File: src/rtl/priority_scan_encoder_if.sv
// Valid/ready bundle for priority_scan_encoder.
// in_*: request vector from source; out_*: index beats to consumer.
interface priority_scan_encoder_if #(
    parameter int WIDTH = 8
);
    localparam int IDX_W = $clog2(WIDTH);

    logic             in_valid;
    logic             in_ready;
    logic [WIDTH-1:0] in_vec;
    logic             out_valid;
    logic             out_ready;
    logic [IDX_W-1:0] out_idx;
    logic             out_last;
    logic             out_none;

    modport master (
        output in_valid, in_vec, out_ready,
        input  in_ready, out_valid, out_idx,
        input  out_last, out_none
    );

    modport slave (
        input  in_valid, in_vec, out_ready,
        output in_ready, out_valid, out_idx,
        output out_last, out_none
    );
endinterface

File: src/rtl/priority_scan_encoder.sv
// Latches a request vector and emits one set-bit index per beat.
// Ports: clk, rst (sync, high), bus (slave handshake), busy (SCAN).
module priority_scan_encoder #(
    parameter int WIDTH     = 8,
    parameter bit LSB_FIRST = 1'b0
) (
    input  logic                     clk,
    input  logic                     rst,
    priority_scan_encoder_if.slave   bus,
    output logic                     busy
);
    localparam int IDX_W = $clog2(WIDTH);

    typedef enum logic {
        IDLE,
        SCAN
    } state_t;

    state_t           state_q, state_d;
    logic [WIDTH-1:0] pend_q, pend_d;
    logic             none_q, none_d;

    logic [IDX_W-1:0] pri_idx;
    logic             multi;
    logic             scan;
    logic             last;

    // Later hits overwrite earlier ones, so the
    // loop direction selects the winning end.
    always_comb begin
        pri_idx = '0;
        if (LSB_FIRST) begin
            for (int i = WIDTH - 1; i >= 0; i--) begin
                if (pend_q[i]) pri_idx = IDX_W'(i);
            end
        end else begin
            for (int i = 0; i < WIDTH; i++) begin
                if (pend_q[i]) pri_idx = IDX_W'(i);
            end
        end
    end

    // More than one bit set: clearing the lowest
    // set bit still leaves something behind.
    assign multi = (pend_q & (pend_q - WIDTH'(1))) != '0;
    assign scan  = (state_q == SCAN);
    assign last  = scan && !multi;

    always_comb begin
        state_d = state_q;
        pend_d  = pend_q;
        none_d  = none_q;
        unique case (state_q)
            IDLE: begin
                if (bus.in_valid) begin
                    pend_d  = bus.in_vec;
                    none_d  = (bus.in_vec == '0);
                    state_d = SCAN;
                end
            end
            SCAN: begin
                if (bus.out_ready) begin
                    pend_d = pend_q & ~(WIDTH'(1) << pri_idx);
                    if (last) state_d = IDLE;
                end
            end
            default: state_d = IDLE;
        endcase
    end

    always_ff @(posedge clk) begin
        if (rst) begin
            state_q <= IDLE;
            pend_q  <= '0;
            none_q  <= 1'b0;
        end else begin
            state_q <= state_d;
            pend_q  <= pend_d;
            none_q  <= none_d;
        end
    end

    assign bus.in_ready  = (state_q == IDLE);
    assign bus.out_valid = scan;
    assign bus.out_idx   = scan ? pri_idx : '0;
    assign bus.out_last  = last;
    assign bus.out_none  = scan && none_q;
    assign busy          = scan;
endmodule

File: src/flat_wrapper.sv
// flat-port wrapper written by rule: the top's interface ports become plain ports
module priority_scan_encoder_flat 
#(
    parameter int WIDTH     = 8,
    parameter bit LSB_FIRST = 1'b0
)
  (clk, rst, busy, bus_in_valid, bus_in_vec, bus_out_ready, bus_in_ready, bus_out_valid, bus_out_idx, bus_out_last, bus_out_none);
  priority_scan_encoder_if #(.WIDTH(WIDTH)) bus_i ();
  input  logic clk;
  input  logic rst;
  output logic busy;
  input wire logic [$bits(bus_i.in_valid)-1:0] bus_in_valid;
  input wire logic [$bits(bus_i.in_vec)-1:0] bus_in_vec;
  input wire logic [$bits(bus_i.out_ready)-1:0] bus_out_ready;
  output wire logic [$bits(bus_i.in_ready)-1:0] bus_in_ready;
  output wire logic [$bits(bus_i.out_valid)-1:0] bus_out_valid;
  output wire logic [$bits(bus_i.out_idx)-1:0] bus_out_idx;
  output wire logic [$bits(bus_i.out_last)-1:0] bus_out_last;
  output wire logic [$bits(bus_i.out_none)-1:0] bus_out_none;
  assign bus_i.in_valid = bus_in_valid;
  assign bus_i.in_vec = bus_in_vec;
  assign bus_i.out_ready = bus_out_ready;
  assign bus_in_ready = bus_i.in_ready;
  assign bus_out_valid = bus_i.out_valid;
  assign bus_out_idx = bus_i.out_idx;
  assign bus_out_last = bus_i.out_last;
  assign bus_out_none = bus_i.out_none;
  priority_scan_encoder #(.WIDTH(WIDTH), .LSB_FIRST(LSB_FIRST)) u_core (.clk(clk), .rst(rst), .bus(bus_i), .busy(busy));
endmodule
File: config.mk
export PLATFORM = sky130hd
export DESIGN_NAME = priority_scan_encoder_flat
export DESIGN_NICKNAME = d
export VERILOG_FILES = /design/src/rtl/priority_scan_encoder_if.sv /design/src/rtl/priority_scan_encoder.sv /design/src/flat_wrapper.sv
export SDC_FILE = /design/constraint.sdc
export NUM_CORES = 1
export LEC_CHECK = 0
export ABC_CLOCK_PERIOD_IN_PS = 1700
export CAP_MARGIN = 20
export CELL_PAD_IN_SITES_DETAIL_PLACEMENT = 1
export CELL_PAD_IN_SITES_GLOBAL_PLACEMENT = 2
export CORE_ASPECT_RATIO = 1.75
export CORE_MARGIN = 5
export CORE_UTILIZATION = 23
export CTS_CLUSTER_SIZE = 30
export DETAILED_ROUTE_END_ITERATION = 8
export GPL_TIMING_DRIVEN = 0
export PLACE_DENSITY_LB_ADDON = 0.1
export SETUP_SLACK_MARGIN = 0.2
export SYNTH_ARGS = -nofsm -noshare
export SYNTH_HDL_FRONTEND = slang
export SYNTH_SLANG_ARGS = --single-unit
File: constraint.sdc
create_clock -name clk -period 1.7 [get_ports clk]
set_input_delay 0.51 -clock clk [delete_from_list [all_inputs] [get_ports clk]]
set_output_delay 0.51 -clock clk [all_outputs]
set_load 0.01 [all_outputs]
==> run metrics <==
status=finished with violations; failing checks=setup timing; Setup crit start kind=flop; switching portion of total power=0.303; post-detail-place hpwl=approximately 1500 um; antenna cells=0; Int Pwr=approximately 0.54 mW; register area=between 200 and 250 sq um; maximum clock frequency=0.546 GHz; full die area=between 0.003 and 0.004 sq mm; H-tree levels=1; crit share post-route=1.08; crit-path max cell delay=roughly 0.37 ns; net switching power figure=around 0.23 mW; vias in the first global route=676; Synth cell types=31; All-Layer GR Usage=0.117; Ys Warns=0; #FFs+latches synth=10; setup TNS=-0.285 ns; DP Worst Slack=-0.442 ns; Gate Count Post-Synth=77; worst path required time=1.19 ns; layout cells sized above 1=0.458; Worst Hold Class=flop to flop; ys flop type=dfxtp_1; CP arrival=roughly 1.3 ns; Post-Syn Area=approximately 590 sq um; Worst-Skew Late Latency=0.23 ns; EDFF count, synth=0; Hold-fix buffers, CTS=0; first-pass GRT wire length=roughly 3400 um; worst vdd ir=0.387 mV; Multi-input gate area=458 sq um; DR DRC count=0; Worst Tran Pin Value=approximately 0.3 ns; largest net degree at the start of global routing=11; RSZ-0062 raised after global routing=true; final hold vios=0; final-report max-slew violation count=0; MaxCap Viol Count=0; FP Rows=24; crit-path cells=a22oi_2, nand2_1, nor2_2, and3_4, buf_6; IO Count=20; number of detailed-route iterations in the first pass=2; share of power burned in registers=0.360; critical path's slowest cell=dfxtp_4; CP top delay family=simple AND/OR/NAND/NOR gates; Routed Antenna Nets=0; Core Region=0.00249 sq mm; die width=roughly 48 um; Worst Setup Path Type=flop to output port; clock sink count=10; FILL cells=306; DR iter-0 viols=9; Async SR Flop Fraction=0; Comb pwr share=0.322; clk buf depth=2; total power=0.772 mW; Worst setup EP type=output port; CTS Buf Count=3; # setup viols final=4; Overflow after GRT=0; worst hold slack=about 0.46 ns; Buf/Inv on CP=1; Final min period=approximately 1.8 ns; Lkg Pwr=about 0.40 nW; DR vias=695; root cell of the clock tree=clkbuf_8; Rel. slew slack=0.793; Initial Util=0.237; Synthesized Nets=89; Synth Area per Inst=7.69 sq um; final worst slack=-0.132 ns; drt via density=approximately 5.2; sequential area share after synthesis=0.338; GP Congestion=roughly 0.74; wire length reported by the detailed router=between 2000 and 2500 um; Critical Path Fanout Max=4; PD cells=approximately 740 mW/mm^2; Syn-to-layout area delta=75.5%; Vert. Die Dim=roughly 77 um; antenna violations before repair=0; skew final=approximately 0.0035 ns; Final nets=121; clock power share=0.318; CTS tree=built; routed length per instance=roughly 17 um; commonest non-fill, non-tap cells in the layout=9 x nand2_1, 9 x clkdlybuf4s50_1, 7 x a21oi_1, 6 x buf_6, 6 x buf_4; Worst-path clk slew=approximately 0.050 ns; Port Buffers=19
per-stage QoR:
stage,instance area [sq um],util,cells
2_1_floorplan,599,-,77
4_1_cts,933,0.374,131
3_5_place_dp,822,0.330,122
6_report,1040,0.417,133
5_1_grt,1040,0.417,133
3_3_place_gp,822,0.330,122
worst paths after layout:
check	startpoint	endpoint	slack [ns]	depth (start not counted)
hold reg to reg	u_core.none_q$_SDFFE_PP0P_	u_core.none_q$_SDFFE_PP0P_	0.46	2
setup / recovery	u_core.pend_q[3]$_SDFFE_PP0P_	bus_out_last	-0.13	5
hold / removal	u_core.none_q$_SDFFE_PP0P_	u_core.none_q$_SDFFE_PP0P_	0.46	2
setup reg to reg	u_core.pend_q[5]$_SDFFE_PP0P_	u_core.pend_q[0]$_SDFFE_PP0P_	0.16	6
state kept, by name, summed over array words and instances, names as in the netlist:
| name | flops |
|---|---|
| u_core.bus.out_valid | 1 |
| u_core.none_q | 1 |
| u_core.pend_q | 8 |
logic make-up after synthesis:
family,after synthesis,synth area share
compound gates,28,0.321
buf+inv,7,0.0550
flops,10,0.338
simple gates,32,0.285
worst register-to-register path: stages (launching register included):
cell      delay (ns)
dfxtp_4         0.37
nor4_4          0.31
buf_4           0.18
buf_6           0.11
nand3_2         0.07
o311ai_2        0.26
a21oi_1         0.10
cell usage after synthesis (2+ instances only):
master | instances | share of area
buf_2 | 2 | 0.017
nor2b_1 | 2 | 0.021
nand3_1 | 2 | 0.017
a21oi_1 | 9 | 0.076
inv_1 | 3 | 0.019
nor4_1 | 2 | 0.021
dfxtp_1 | 10 | 0.34
nand2_1 | 10 | 0.063
a22oi_1 | 3 | 0.038
o21a_1 | 2 | 0.025
nor2_1 | 8 | 0.051
o21ai_0 | 5 | 0.042
timing repair:
action | in CTS | in global routing
pin swaps | 8 | 11
resized for setup | 52 | 22
cloned | 1 | 0
setup endpoints to repair | 17 | 13
setup buffers | 5 | 2
power groups by stage:
stage,Sequential [mW],Combinational [mW],Clock (mW)
finish,0.278,0.248,0.246
global route,0.281,0.267,0.274
CTS,0.276,0.211,0.252
detailed placement,0.278,0.181,0
global placement,0.278,0.180,0
floorplan,0.272,0.0972,0
area by class of cell:
class / count / area share
multi-input cells: 60 / 0.441
well taps: 26 / 0.0313
inverters: 3 / 0.0108
clock buffers: 3 / 0.0398
plain buffers: 4 / 0.0337
flip-flops and latches: 10 / 0.214
repair buffers: 27 / 0.229
per-layer routing:
metal  up-vias  global-route usage  share of wire
met2        14               0.203           0.56
met3         6              0.0213          0.042
met4         0              0.0554          0.022
li1        343                   -              -
met5         -                   0              0
met1       332               0.134           0.38
Power figures use the tool's default switching activity.
